## src/rtl/br_delay_valid_next_rx_pkg.sv

```systemverilog
// Shared helpers for the valid_next receive FIFO: width sizing and pointer wrap.
package br_delay_valid_next_rx_pkg;

    function automatic int ptr_width(input int depth);
        return (depth > 1) ? $clog2(depth) : 1;
    endfunction

    function automatic int count_width(input int depth);
        return $clog2(depth + 1);
    endfunction

    // Explicit compare so non-power-of-2 depths wrap correctly.
    function automatic int unsigned ptr_incr(input int unsigned ptr, input int unsigned depth);
        return (ptr == depth - 1) ? 0 : ptr + 1;
    endfunction

endpackage

```

## src/rtl/br_delay_valid_next_rx_storage.sv

```systemverilog
// Flop array for the receive FIFO: registered write port, combinational read port, no reset.
module br_delay_valid_next_rx_storage #(
    parameter int Width     = 1,
    parameter int Depth     = 2,
    parameter int AddrWidth = 1
) (
    input  logic                 clk,
    input  logic                 wr_en,
    input  logic [AddrWidth-1:0] wr_addr,
    input  logic [Width-1:0]     wr_data,
    input  logic [AddrWidth-1:0] rd_addr,
    output logic [Width-1:0]     rd_data
);

    logic [Width-1:0] mem [Depth];

    always_ff @(posedge clk) begin
        if (wr_en) begin
            mem[wr_addr] <= wr_data;
        end
    end

    assign rd_data = mem[rd_addr];

endmodule

```

## src/rtl/br_delay_valid_next_rx_fifo.sv

```systemverilog
// Receive terminator for a valid_next delay line: captures beats one cycle after
// valid_next, presents them on a ready/valid pop port and returns one credit per pop.
module br_delay_valid_next_rx_fifo
    import br_delay_valid_next_rx_pkg::*;
#(
    parameter int Width = 1,
    parameter int Depth = 2
) (
    input  logic                          clk,
    input  logic                          rst_n,
    input  logic                          in_valid_next,
    input  logic [Width-1:0]              in,
    output logic                          credit_return,
    output logic                          pop_valid,
    input  logic                          pop_ready,
    output logic [Width-1:0]              pop_data,
    output logic [$clog2(Depth+1)-1:0]    items,
    output logic                          overflow_error
);

    localparam int PtrWidth   = ptr_width(Depth);
    localparam int CountWidth = count_width(Depth);

    logic                  push_pending;
    logic [PtrWidth-1:0]   wr_ptr;
    logic [PtrWidth-1:0]   rd_ptr;
    logic [CountWidth-1:0] count;
    logic                  pop;
    logic                  full;
    logic                  push_accept;
    logic                  overflow;

    assign pop       = pop_valid & pop_ready;
    assign full      = (count == CountWidth'(Depth));
    // When full, a same-cycle pop frees the very slot the write lands in.
    assign push_accept = push_pending & (~full | pop);
    assign overflow    = push_pending & full & ~pop;

    assign pop_valid = (count != '0);
    assign items     = count;

    always_ff @(posedge clk or negedge rst_n) begin
        if (!rst_n) begin
            push_pending   <= 1'b0;
            wr_ptr         <= '0;
            rd_ptr         <= '0;
            count          <= '0;
            credit_return  <= 1'b0;
            overflow_error <= 1'b0;
        end else begin
            push_pending   <= in_valid_next;
            credit_return  <= pop;
            overflow_error <= overflow_error | overflow;
            if (push_accept) begin
                wr_ptr <= PtrWidth'(ptr_incr(32'(wr_ptr), Depth));
            end
            if (pop) begin
                rd_ptr <= PtrWidth'(ptr_incr(32'(rd_ptr), Depth));
            end
            if (push_accept && !pop) begin
                count <= count + CountWidth'(1);
            end else if (!push_accept && pop) begin
                count <= count - CountWidth'(1);
            end
        end
    end

    br_delay_valid_next_rx_storage #(
        .Width     (Width),
        .Depth     (Depth),
        .AddrWidth (PtrWidth)
    ) u_storage (
        .clk     (clk),
        .wr_en   (push_accept),
        .wr_addr (wr_ptr),
        .wr_data (in),
        .rd_addr (rd_ptr),
        .rd_data (pop_data)
    );

    // Consumer must never see a retraction of a stalled head.
    assert property (@(posedge clk) disable iff (!rst_n)
        (pop_valid && !pop_ready) |=> (pop_valid && $stable(pop_data)));

endmodule
```

## config.mk

```make
export PLATFORM = sky130hd
export DESIGN_NAME = br_delay_valid_next_rx_fifo
export DESIGN_NICKNAME = d
export VERILOG_FILES = /design/src/rtl/br_delay_valid_next_rx_pkg.sv /design/src/rtl/br_delay_valid_next_rx_storage.sv /design/src/rtl/br_delay_valid_next_rx_fifo.sv
export SDC_FILE = /design/constraint.sdc
export NUM_CORES = 1
export LEC_CHECK = 0
export ABC_AREA = 1
export BUFFER_PORTS_ARGS = -buffer_cell sky130_fd_sc_hd__clkbuf_2
export CORE_AREA = 5 5 42 44
export DETAILED_ROUTE_END_ITERATION = 8
export DIE_AREA = 0 0 47 49
export PLACE_DENSITY = 0.64
export SYNTH_ARGS = -nofsm -noshare
export SYNTH_HDL_FRONTEND = slang
export SYNTH_SLANG_ARGS = --single-unit
```

## constraint.sdc

```tcl
create_clock -name clk -period 4.6 [get_ports clk]
set_clock_uncertainty 0.2 [all_clocks]
set_input_delay 1.38 -clock clk [delete_from_list [all_inputs] [get_ports clk]]
set_output_delay 1.38 -clock clk [all_outputs]
set_load 0.03 [all_outputs]
```

==> results list, run 1 <==
* Run status: completed
* Worst path slowest cell: sky130_fd_sc_hd__dfrtp_1
* Fraction of final layout cells with drive strength greater than 1: 36.8%
- For the pin with the worst max-slew slack, the measured transition is 184 ps.
* Nets@finish: 64
- Clock tree synthesis selected as its root buffer the cell sky130_fd_sc_hd__clkbuf_4.
* Hold Fails Final Rpt: 0
* Routed wire length: ~650 um
- Ports placed on the boundary: 11
* Diode count: 0
- Buffers plus inverters on the worst setup path: 2
- Die ar.: 2300 um2
* Via density per instance: around 4.2
* Design Power: between 300 and 400 uW
* Maximum number of pins on one net before global-route repair: 8
- Post-Syn Instances: between 40 and 50
* Total Routing Usage GR: under 10%
- Layout Area Growth over Synthesis: 23.3%
* Post-Syn Area: just over 400 um2
- Before antenna repair, the detailed router went through 3 iterations.
- The average instance in the mapped netlist occupies 9.60 um2.
- Number of global-route vias before repair: approximately 280
* WL/cell: between 8 and 9 um
- Post-route minimum period: roughly 2600 ps
- In this run the tool buffered the top-level ports with 10 buffer cells.
* Crit path capture type: output port
* CTS sink cnt: 9
- After layout, the worst setup slack is roughly 2000 ps.
- The longest clock path from root to sink contains 2 buffers.
- After clock tree synthesis, the clock-pin slew on the worst setup and hold paths is approximately 60 ps.
* # Max-Cap Violations: 0
- Crit path max fanout: 3
* Starting utilization of the core area: between 20 and 30%
- Remaining antenna violation count: 0
* Post-Place Cell Area: approximately 480 um2
- Summing all non-filler instances in the final layout gives an area of 509 um2.
* Total number of vias: 306
- On the worst path, the slowest cell contributes a delay of roughly 400 ps.
- Worst ir drop on vdd: roughly 280 uV
* Class of the most critical hold timing path: reg -> reg
- After global routing the overflow that remains totals 0.
* Maximum frequency from static timing analysis: ~0.38 GHz
- OpenSTA, run right after detailed placement, puts the worst setup slack at ~1900 ps.
- Antenna violations before repair: 0
* Crit-path cells: inv_1 -> nand2_1 -> nand2_1 -> clkbuf_2
* Number of setup buffers added after CTS: 0
- Measured along the x axis, the die boundary spans between 40 and 50 um.
- The library cell used most frequently in the layout, excluding fill and tap cells, is sky130_fd_sc_hd__nand2_1.
- In this run the power density over the cells is between 700 and 800 nW/um2.
- The Yosys step of the flow raised 0 warnings.
- Wire length of the first global-routing pass: roughly 1200 um
* CTS hold repair buffers: 0
- Req. time, crit path: 3020 ps
- For the final routed database, the setup TNS stands at 0 ps.
- Most frequent cells in the layout: sky130_fd_sc_hd__nand2_1 (11), sky130_fd_sc_hd__clkbuf_2 (10), sky130_fd_sc_hd__inv_1 (8)
* Cell type group with the largest total delay on the critical path: flip-flops
* Crit path launch type: flop
- In this run the number of H-tree levels came out at 1.
* Seq/Total Area, Yosys: 57.0%
* Number of distinct library cell variants in the gate-level netlist after synthesis: 15
* Slew headroom: around 90%
* Placeable Area: between 1000 and 1500 um2
* Most frequent CP cell: sky130_fd_sc_hd__nand2_1
- Number of gates given a new drive strength after cts: 0
* Number of slew-limit violations in the final report: 0
* Number of setup violations in the final report: 0
- For the worst-skew pair, the clock arrives at the later sink with an insertion delay of roughly 260 ps.
- Number of flip-flops and latches in the synthesized netlist: 9
- Clock tree from TritonCTS: built
* Placer Congestion: roughly 0.70
- Buffers inserted during clock tree synthesis total 3.
- After the first detailed-routing iteration, the DRC count stood at 1.
* Leak: approximately 0.28 nW
- Placement Rows: 14
* Half-perimeter wire length after detailed placement: between 500 and 600 um
- Height of the chip: between 40 and 50 um
- The number of nets in the synthesized netlist is between 40 and 50.
* Type of the worst setup path: reg -> out
- Remaining design rule violation count: 0
* Arrival time of the worst setup path: approximately 1000 ps
* Final critical-path share of the clock period: 56.9%
- Setup repair after global routing left no endpoint under its margin.
-- through the flow --
step / util [%] / hold WS (ps) / cells
global placement: 34.5 / 257 / 69
detailed placement: 34.5 / 264 / 69
CTS: 36.3 / 277 / 73
finish: 36.3 / 273 / 73
floorplan: - / 242 / 43
global route: 36.3 / 316 / 73
-- layout make-up --
class                      instances  area (um2)
inverter                          11        42.5
fill                             147         892
multi-input combinational         23         135
timing repair buffer              10        50.0
clock buffer                       4        26.3
tap                               16        20.0
sequential                         9         235
-- registers in the layout, summed over array words and instances, names as in the netlist --
register        cells
rd_ptr              1
credit_return       1
overflow_error      1
push_pending        1
wr_ptr              1
items               2
u_storage.mem       2
-- cells by family (layout without fill, tap and decap cells) --
group | Yosys count | count (layout) | share of synthesized area (%)
AOI/OAI and AO/OA | 1 | 1 | 1.82
xor gates and xnor gates | 1 | 1 | 2.12
adders and majority gates | 1 | 1 | 3.03
buffers and inverters | 11 | 25 | 10.3
DFF | 9 | 9 | 57.0
and+or+nand+nor | 20 | 20 | 25.8
-- where the power goes --
part           switching (mW)  leakage [nW]  internal (mW)
logic                   0.119         0.169         0.0557
registers              0.0206         0.100          0.111
clock network          0.0281        0.0150         0.0335
-- routing by layer --
layer	routed length (um)	GRT usage, %	vias to the layer above
li1	-	-	158
met1	297	8.64	133
met2	269	10.2	11
met3	70	4.06	4
met4	16	5.53	0
met5	0	0	-
-- tightest hold or removal path, stage by stage, from the launching register on --
cell	delay, ps
sky130_fd_sc_hd__dfrtp_1	340
sky130_fd_sc_hd__nand2_1	50
sky130_fd_sc_hd__nand2_1	50
-- path summary, 6_finish.rpt --
path / end / slack (ps) / cells after the start / from
min reg2reg: wr_ptr / 270 / 2 / wr_ptr
max: pop_data / 1980 / 4 / rd_ptr
min: wr_ptr / 270 / 2 / wr_ptr
max reg2reg: items[1] / 2970 / 9 / items[0]
min in group asynchronous: push_pending / 750 / 1 / rst_n
max in group asynchronous: rd_ptr / 3290 / 1 / rst_n
-- Yosys cell counts (all sizes together) --
cell type   n  area [um2]
nand3       3        20.0
nand2      15        76.3
clkinv      1        5.00
inv        10        37.5
ha          1        12.5
o21bai      1        7.51
xnor2       1        8.76
nand4       1        6.26
dfrtp       7         175
edfxtp      2        60.1
nor2        1        3.75
No activity file was read; power rests on OpenSTA's default activity.
==> inputs of run 2 (changes only) <==
--- a/config.mk
+++ b/config.mk
@@ -5,12 +5,12 @@
 export SDC_FILE = /design/constraint.sdc
 export NUM_CORES = 1
 export LEC_CHECK = 0
-export ABC_AREA = 1
+export ABC_AREA = 0
 export BUFFER_PORTS_ARGS = -buffer_cell sky130_fd_sc_hd__clkbuf_2
 export CORE_AREA = 5 5 42 44
 export DETAILED_ROUTE_END_ITERATION = 8
 export DIE_AREA = 0 0 47 49
-export PLACE_DENSITY = 0.64
+export PLACE_DENSITY = 0.61
 export SYNTH_ARGS = -nofsm -noshare
 export SYNTH_HDL_FRONTEND = slang
 export SYNTH_SLANG_ARGS = --single-unit
==> constraint.sdc (replaced) <==
create_clock -name clk -period 2.7 [get_ports clk]
set_clock_uncertainty 0.2 [all_clocks]
set_input_delay 0.81 -clock clk [delete_from_list [all_inputs] [get_ports clk]]
set_output_delay 0.81 -clock clk [all_outputs]
set_load 0.03 [all_outputs]
==> run 2 against run 1 <==
  * Global-route usage decreased by 1.2 points
  * Clock power grew 69%
  * First-iteration DRC count fell by 100%
  * Utilization is 2.9 points lower
  * Sequential power rose by 74%
  * Worst setup slack worse by 1400 ps
  * Non-clock buffer count is the same
  * Power increased by 57%
  * Sequential cell count is the same
  * Critical endpoint unchanged
  * Largest cell class unchanged
==> results list, run 2 <==
- The total number of vias is 225 (-26%).
* Clock share of power: 18.1% (+1.4 points)
- The die outline height was 49 um (unchanged).
- The count of pins on the block boundary is 11 (unchanged).
* Post-synth EDFFs: 2 (unchanged)
- Setup repair after global routing missed its margin: false
- The run finished with clean final reports.
- The total of buffers placed on input and output ports is 10 (unchanged).
* Number of flip-flops and latches in the synthesized netlist: 9 (unchanged)
* Worst path slowest cell: sky130_fd_sc_hd__dfrtp_1
- The peak fanout along the critical path came to 2 (-1).
- The number of detailed-route iterations in the first pass is 1 (-2).
* Post-route minimum period: between 2000 and 2500 ps
- The total global routing overflow is 0 (unchanged).
* Share of flip-flops with an asynchronous set or reset: 77.8% (unchanged)
- The number of global-route vias before repair came to 248 (-12%).
- Design Power: 577 uW (+57%)
- Type of the worst setup path: reg -> out
- STA classifies the critical path endpoint as an output port.
* Wire length of the first global-routing pass: 1040 um (-12%)
- Violation count after the first detailed-route iteration: 0 (-1)
* Worst reg-to-reg path cell count: 6 (-3)
- Capture instance of the worst register-to-register path: items[1]
* Net count after synthesis: 32 (-35%)
- Power dissipated by switching net loads: 231 uW (+38%)
* Number of warnings printed during yosys synthesis: 0 (unchanged)
* Int Pwr: 346 uW (+72%)
- Maximum frequency from static timing analysis: roughly 0.46 GHz
- In this run the worst hold path is classified as in -> async.
* Crit-path cells: mux2_2 -> clkbuf_2
* Number of gates given a new drive strength after cts: 0 (unchanged)
* Half-perimeter wire length after detailed placement: 468 um (-14%)
- CP max stage delay: 370 ps (-30 ps)
- The library cell used most frequently in the layout, excluding fill and tap cells, is sky130_fd_sc_hd__clkbuf_2.
- In this design, the largest share of critical-path delay is due to flip-flops.
- The number of buffers on the longest clock path was 2 (unchanged).
* Pwr dens: 1230 nW/um2 (+70%)
- Seq/Total Area, Yosys: 63.1% (+6.1 points)
* Worst reg2reg startpoint: items[0]
- Post-synth top cells: sky130_fd_sc_hd__dfrtp_1 (7), sky130_fd_sc_hd__xnor2_1 (3), sky130_fd_sc_hd__edfxtp_1 (2), sky130_fd_sc_hd__nor2_1 (2), sky130_fd_sc_hd__xor2_1 (2)
- Diode count: 0 (unchanged)
- Worst ir drop on vdd: 454 uV (+64%)
- The top cell type's share of synthesized area was 47.0% (+4.6 points).
- The root buffer cell chosen for the clock tree is sky130_fd_sc_hd__clkbuf_4.
- # H-tree levels: 1 (unchanged)
- Die W: 47 um (unchanged)
* Most frequent cells in the layout: sky130_fd_sc_hd__clkbuf_2 (10), sky130_fd_sc_hd__dfrtp_1 (7), sky130_fd_sc_hd__xnor2_1 (3), sky130_fd_sc_hd__clkbuf_4 (3)
- TritonCTS buffer count: 3 (unchanged)
- The combined buffer and inverter count along the critical path was 1 (-1).
- The clock-pin slew reported for the worst setup and hold paths after clock tree synthesis was 60 ps (about the same).
- Most used DFF post-synth: sky130_fd_sc_hd__dfrtp_1
* Number of setup violations in the final report: 0 (unchanged)
- Placement Rows: 14 (unchanged)
- Remaining design rule violation count: 0 (unchanged)
- The overall fraction of global-route tracks in use was 6.39% (-1.2 points).
- The final weighted congestion in routability-driven placement was 0.594 (-15%).
- Routed wire length: 597 um (-8.7%)
- The number of nets with antenna violations after routing came to 0 (unchanged).
- The effective utilization at floorplan is 26.6% (-2.9 points).
- Of all cell types, the one taking the most synthesized area is sky130_fd_sc_hd__dfrtp_1.
- The average wire per standard cell was 10.7 um (+19%).
- Fraction of final layout cells with drive strength greater than 1: 47.5% (+11 points)
- Hold Fails Final Rpt: 0 (unchanged)
* Post-Syn Area: 373 um2 (-9.7%)
- The unique cell type count in the Yosys netlist came to 15 (unchanged).
- Arrival time of the worst setup path: 1150 ps (+110 ps)
- Number of setup buffers added after CTS: 0 (unchanged)
* Final setup TNS: 0 ps (unchanged)
* Layout Area Growth over Synthesis: 25.8%
- Die ar.: 2300 um2 (unchanged)
- CTS sink cnt: 9 (unchanged)
* Combinational share of power: 42.1% (-5.3 points)
* Via density per instance: 4.02 (-4.1%)
- The max-slew violation total from the final report came to 0 (unchanged).
- Worst-Margin Slew: 204 ps (+19.4 ps)
- The leakage power summed over all cells is 0.219 nW (-23%).
* Crit path launch type: flop
* Maximum number of pins on one net before global-route repair: 8 (unchanged)
- Clock latency of the later-clocked register in the worst-skew pair: 260 ps (about the same)
- The post-synthesis average cell area came to 14.3 um2 (+49%).
- The initial antenna violation count was 0 (unchanged).
- Final critical-path share of the clock period: roughly four fifths
- Slew headroom: 86.4% (-1.3 points)
- Largest cells by area after synthesis: sky130_fd_sc_hd__dfrtp_1 (47%), sky130_fd_sc_hd__edfxtp_1 (16%), sky130_fd_sc_hd__xnor2_1 (7.0%)
- The count of hold-fix buffers inserted at cts came to 0 (unchanged).
* Req. time, crit path: 1690 ps (-1330 ps)
* Placeable Area: 1400 um2 (unchanged)
- # Max-Cap Violations: 0 (unchanged)
* Clock tree from TritonCTS: built
* Count leader, synth: sky130_fd_sc_hd__dfrtp_1
- Post-Syn Instances: 26 (-40%)
* Switching share of total power: 40.0% (-5.5 points)
- Setup slack of the worst register-to-register path: 950 ps (-2020 ps)
- The register share of total power was 39.8% (+3.9 points).
- Nets@finish: 47 (-27%)
## run 2: cell types whose count changed in the layout (fill, tap and decap cells not counted), moves of 2 or more
cell / delta
sky130_fd_sc_hd__xnor2_1: +2
sky130_fd_sc_hd__xor2_1: +2
sky130_fd_sc_hd__inv_1: -7
sky130_fd_sc_hd__nand2_1: -11
sky130_fd_sc_hd__nand3_1: -2
sky130_fd_sc_hd__nand2_4: -2
## run 2: power groups by stage
| stage | Combinational (mW) | Clock [mW] | Sequential, mW |
|---|---|---|---|
| after detailed placement | 0.246 | 0 | 0.232 |
| after floorplan | 0.140 | 0 | 0.274 |
| after global placement | 0.241 | 0 | 0.232 |
| final | 0.243 | 0.104 | 0.230 |
| after global routing | 0.266 | 0.115 | 0.238 |
| after CTS | 0.248 | 0.107 | 0.231 |
## run 2: logic make-up (layout without fill, tap and decap cells)
| logic type | Yosys count | in the layout | synth area share (%) |
|---|---|---|---|
| adder cells (fa/ha/maj) | 1 | 1 | 3.36 |
| AO/OA/AOI/OAI | 1 | 1 | 2.01 |
| multiplexers | 1 | 1 | 3.02 |
| XOR/XNOR | 5 | 5 | 11.7 |
| flip-flops | 9 | 9 | 63.1 |
| buffers and inverters | 2 | 16 | 2.01 |
| AND/OR/NAND/NOR | 7 | 7 | 14.8 |
## run 2: stage by stage
step | instance area, um2 | utilization (%) | hold slack [ps] | setup WS [ps] | instances
finish | 469 | 33.5 | 180 | 545 | 56
global route | 469 | 33.5 | 182 | 500 | 56
CTS | 469 | 33.5 | 183 | 534 | 56
detailed placement | 443 | 31.6 | 257 | 510 | 52
global placement | 443 | 31.6 | 250 | 526 | 52
floorplan | 373 | - | 254 | 697 | 26
## run 2: worst max path at each step
| stage | start | endpoint | slack (ps) | cells past startpoint |
|---|---|---|---|---|
| floorplan | pop_ready | items[1] | 700 | 7 |
| global placement | pop_ready | items[1] | 530 | 7 |
| detailed placement | pop_ready | items[1] | 510 | 7 |
| CTS | rd_ptr | pop_data | 530 | 2 |
| global route | rd_ptr | pop_data | 500 | 2 |
| finish | rd_ptr | pop_data | 540 | 2 |
## run 2: final cells by class
class / count / area (um2)
clock buffers: 4 / 26.3
fillers: 146 / 932
inverters: 2 / 7.51
multi-input cells: 15 / 130
flip-flops and latches: 9 / 235
well taps: 16 / 20.0
repair buffers: 10 / 50.0
## run 2: layer usage
| layer | up-vias | part of all wire, % | global-route usage, % |
|---|---|---|---|
| li1 | 113 | - | - |
| met1 | 100 | 48 | 9.71 |
| met2 | 12 | 38 | 7.24 |
| met3 | 0 | 14 | 3.32 |
| met4 | 0 | 0 | 2.76 |
| met5 | - | 0 | 0 |
==> inputs of run 3 (changes only) <==
--- a/config.mk
+++ b/config.mk
@@ -5,12 +5,12 @@
 export SDC_FILE = /design/constraint.sdc
 export NUM_CORES = 1
 export LEC_CHECK = 0
-export ABC_AREA = 0
+export ABC_AREA = 1
 export BUFFER_PORTS_ARGS = -buffer_cell sky130_fd_sc_hd__clkbuf_2
 export CORE_AREA = 5 5 42 44
 export DETAILED_ROUTE_END_ITERATION = 8
 export DIE_AREA = 0 0 47 49
-export PLACE_DENSITY = 0.61
+export PLACE_DENSITY = 0.64
 export SYNTH_ARGS = -nofsm -noshare
 export SYNTH_HDL_FRONTEND = slang
 export SYNTH_SLANG_ARGS = --single-unit
==> constraint.sdc (replaced) <==
create_clock -name clk -period 2.1 [get_ports clk]
set_clock_uncertainty 0.2 [all_clocks]
set_input_delay 0.63 -clock clk [delete_from_list [all_inputs] [get_ports clk]]
set_output_delay 0.63 -clock clk [all_outputs]
set_load 0.03 [all_outputs]
==> run 3 against run 2 <==
  * Sequential power increased by 27%
  * Cell count up 32%
  * Worst hold slack improved by 96 ps
  * Sequential cell count did not move
  * Worst setup slack worse by 310 ps
==> results list, run 3 (synthesis gave the netlist of run 1 again) <==
- Worst path slowest cell: sky130_fd_sc_hd__dfrtp_1
- The max-slew violation total from the final report was 0 (unchanged).
* Violation count after the first detailed-route iteration: 0 (unchanged)
- Setup repair after global routing missed its margin: false
- Clock edge transition at the registers on the reported setup and hold paths: 60 ps (about the same)
- Maximum number of pins on one net before global-route repair: 8 (unchanged)
* Die W: 47 um (unchanged)
- The leakage power summed over all cells was 0.288 nW (+32%).
- The area of the placeable core was 1400 um2 (unchanged).
- Clock latency of the later-clocked register in the worst-skew pair: 260 ps (about the same)
* Hold Fails Final Rpt: 0 (unchanged)
* Worst-Margin Slew: 181 ps (-22.4 ps)
- Maximum frequency from static timing analysis: approximately 0.54 GHz
- The final weighted congestion in routability-driven placement came to 0.718 (+21%).
* TritonCTS buffer count: 3 (unchanged)
- The worst slew margin relative to its limit was 87.9% (+1.5 points).
- The die outline height came to 49 um (unchanged).
- Final setup TNS: 0 ps (unchanged)
- The via density per instance was 4.28 (+6.6%).
- On the critical path the largest part of the delay comes from flip-flops.
* Final-layout fill cell count: 165 (+13%)
- The worst endpoint data arrival time was 1030 ps (-120 ps).
- Layout Area Growth over Synthesis: 25.8% (about the same)
- Run status: completed
- Worst ir drop on vdd: 565 uV (+24%)
- Most frequent standard cell in the layout excluding fill and tap cells: sky130_fd_sc_hd__nand2_1
- The number of cells upsized or downsized after cts is 0 (unchanged).
- Antenna violations before repair: 0 (unchanged)
- Buffers plus inverters on the worst setup path: 2 (+1)
* WL/cell: 9.15 um (-14%)
- The tightest hold margin is 276 ps (+96.2 ps).
- Dividing the final minimum period by the clock period gives approximately nine tenths.
- The total of buffers placed on input and output ports is 10 (unchanged).
- Total Routing Usage GR: 8.38% (+2.0 points)
* Crit-path cells: inv_2 -> nand2_4 -> clkbuf_2
- Clock tree from TritonCTS: built
* # H-tree levels: 1 (unchanged)
* Half-perimeter wire length after detailed placement: 545 um (+16%)
* Number of global-route vias before repair: 311 (+25%)
- Hold path startpoint: overflow_error
- Remaining antenna violation count: 0 (unchanged)
* Buffer type at the clock tree root: sky130_fd_sc_hd__clkbuf_4
* Type of the worst setup path: reg -> out
- CP max stage delay: 410 ps (+40 ps)
* Placement Rows: 14 (unchanged)
* Nets@finish: 65 (+38%)
- The number of max-cap violations is 0 (unchanged).
- The area used by sequential logic in the layout is 235 um2 (unchanged).
- The total power density per cell area came to 1550 nW/um2 (+26%).
- Worst reg2reg startpoint: items[0]
* Crit path launch type: flop
* Most frequent cells in the layout: sky130_fd_sc_hd__nand2_1 (11), sky130_fd_sc_hd__clkbuf_2 (10), sky130_fd_sc_hd__inv_1 (8)
- The wire length of the first global-routing pass was 1280 um (+24%).
* Number of setup buffers added after CTS: 0 (unchanged)
* Clock Tree Buf Depth: 2 (unchanged)
- The total global routing overflow is 0 (unchanged).
- Req. time, crit path: 1270 ps (-420 ps)
* Total number of vias: 317 (+41%)
* Setup crit start: items[0]
- Ports placed on the boundary: 11 (unchanged)
* Class of the most critical hold timing path: reg -> reg
* Fraction of final layout cells with drive strength greater than 1: 36.2% (-11 points)
* Starting utilization of the core area: 29.5% (+2.9 points)
- The clock sink total came to 9 (unchanged).
* Number of setup violations in the final report: 0 (unchanged)
- Remaining design rule violation count: 0 (unchanged)
* Crit path capture type: output port
- The antenna diode count came to 0 (unchanged).
- Area taken by multi-input logic gates: 135 um2 (+3.8%)
- Post-route minimum period: roughly 1900 ps
* Number of optimization iterations in the first detailed-route pass: 1 (unchanged)
* Routed wire length: 677 um (+13%)
- Crit path max fanout: 4 (+2)
- The area enclosed by the die boundary was 2300 um2 (unchanged).
## run 3: repair_timing
action | 4_1_cts | 5_1_grt
hold endpoints to repair | 7 | 0
setup endpoints to repair | 0 | 0
hold buffers | 1 | 0
## run 3: layout make-up
cell class                      count  share of cell area [%]
Clock buffer                        4                    5.06
Inverter                           11                    8.19
Sequential cell                     9                    45.3
Timing Repair Buffer               11                    11.6
Multi-Input combinational cell     23                    26.0
Tap cell                           16                    3.86
## run 3: per-stage QoR
| step | power (mW) | worst slack (ps) | cells | util (%) | area [um2] |
|---|---|---|---|---|---|
| floorplan | 0.585 | 363 | 43 | - | 413 |
| global placement | 0.672 | 186 | 69 | 34.5 | 483 |
| detailed placement | 0.684 | 158 | 69 | 34.5 | 483 |
| CTS | 0.828 | 202 | 74 | 37.1 | 519 |
| global route | 0.884 | 145 | 74 | 37.1 | 519 |
| finish | 0.806 | 236 | 74 | 37.1 | 519 |
## run 3: path summary, 6_finish.rpt
kind	end	slack [ps]	cells past startpoint
setup / recovery	pop_valid	240	3
hold / removal	overflow_error	280	1
setup reg to reg	items[1]	450	9
hold reg to reg	overflow_error	280	1
max in group asynchronous	rd_ptr	990	2
min in group asynchronous	overflow_error	540	2
## run 3: layer usage
| layer | global-route usage (%) | up-vias | part of all wire [%] | wire (um) |
|---|---|---|---|---|
| li1 | - | 163 | - | - |
| met3 | 5.90 | 2 | 9.0 | 61 |
| met4 | 5.53 | 0 | 0.89 | 6 |
| met2 | 10.9 | 10 | 49 | 329 |
| met5 | 0 | - | 0 | 0 |
| met1 | 9.48 | 142 | 41 | 278 |
## run 3: report_power, final
group	switching, mW	internal [mW]
logic	0.260	0.123
clock network	0.0597	0.0732
registers	0.0463	0.244
total	0.366	0.440
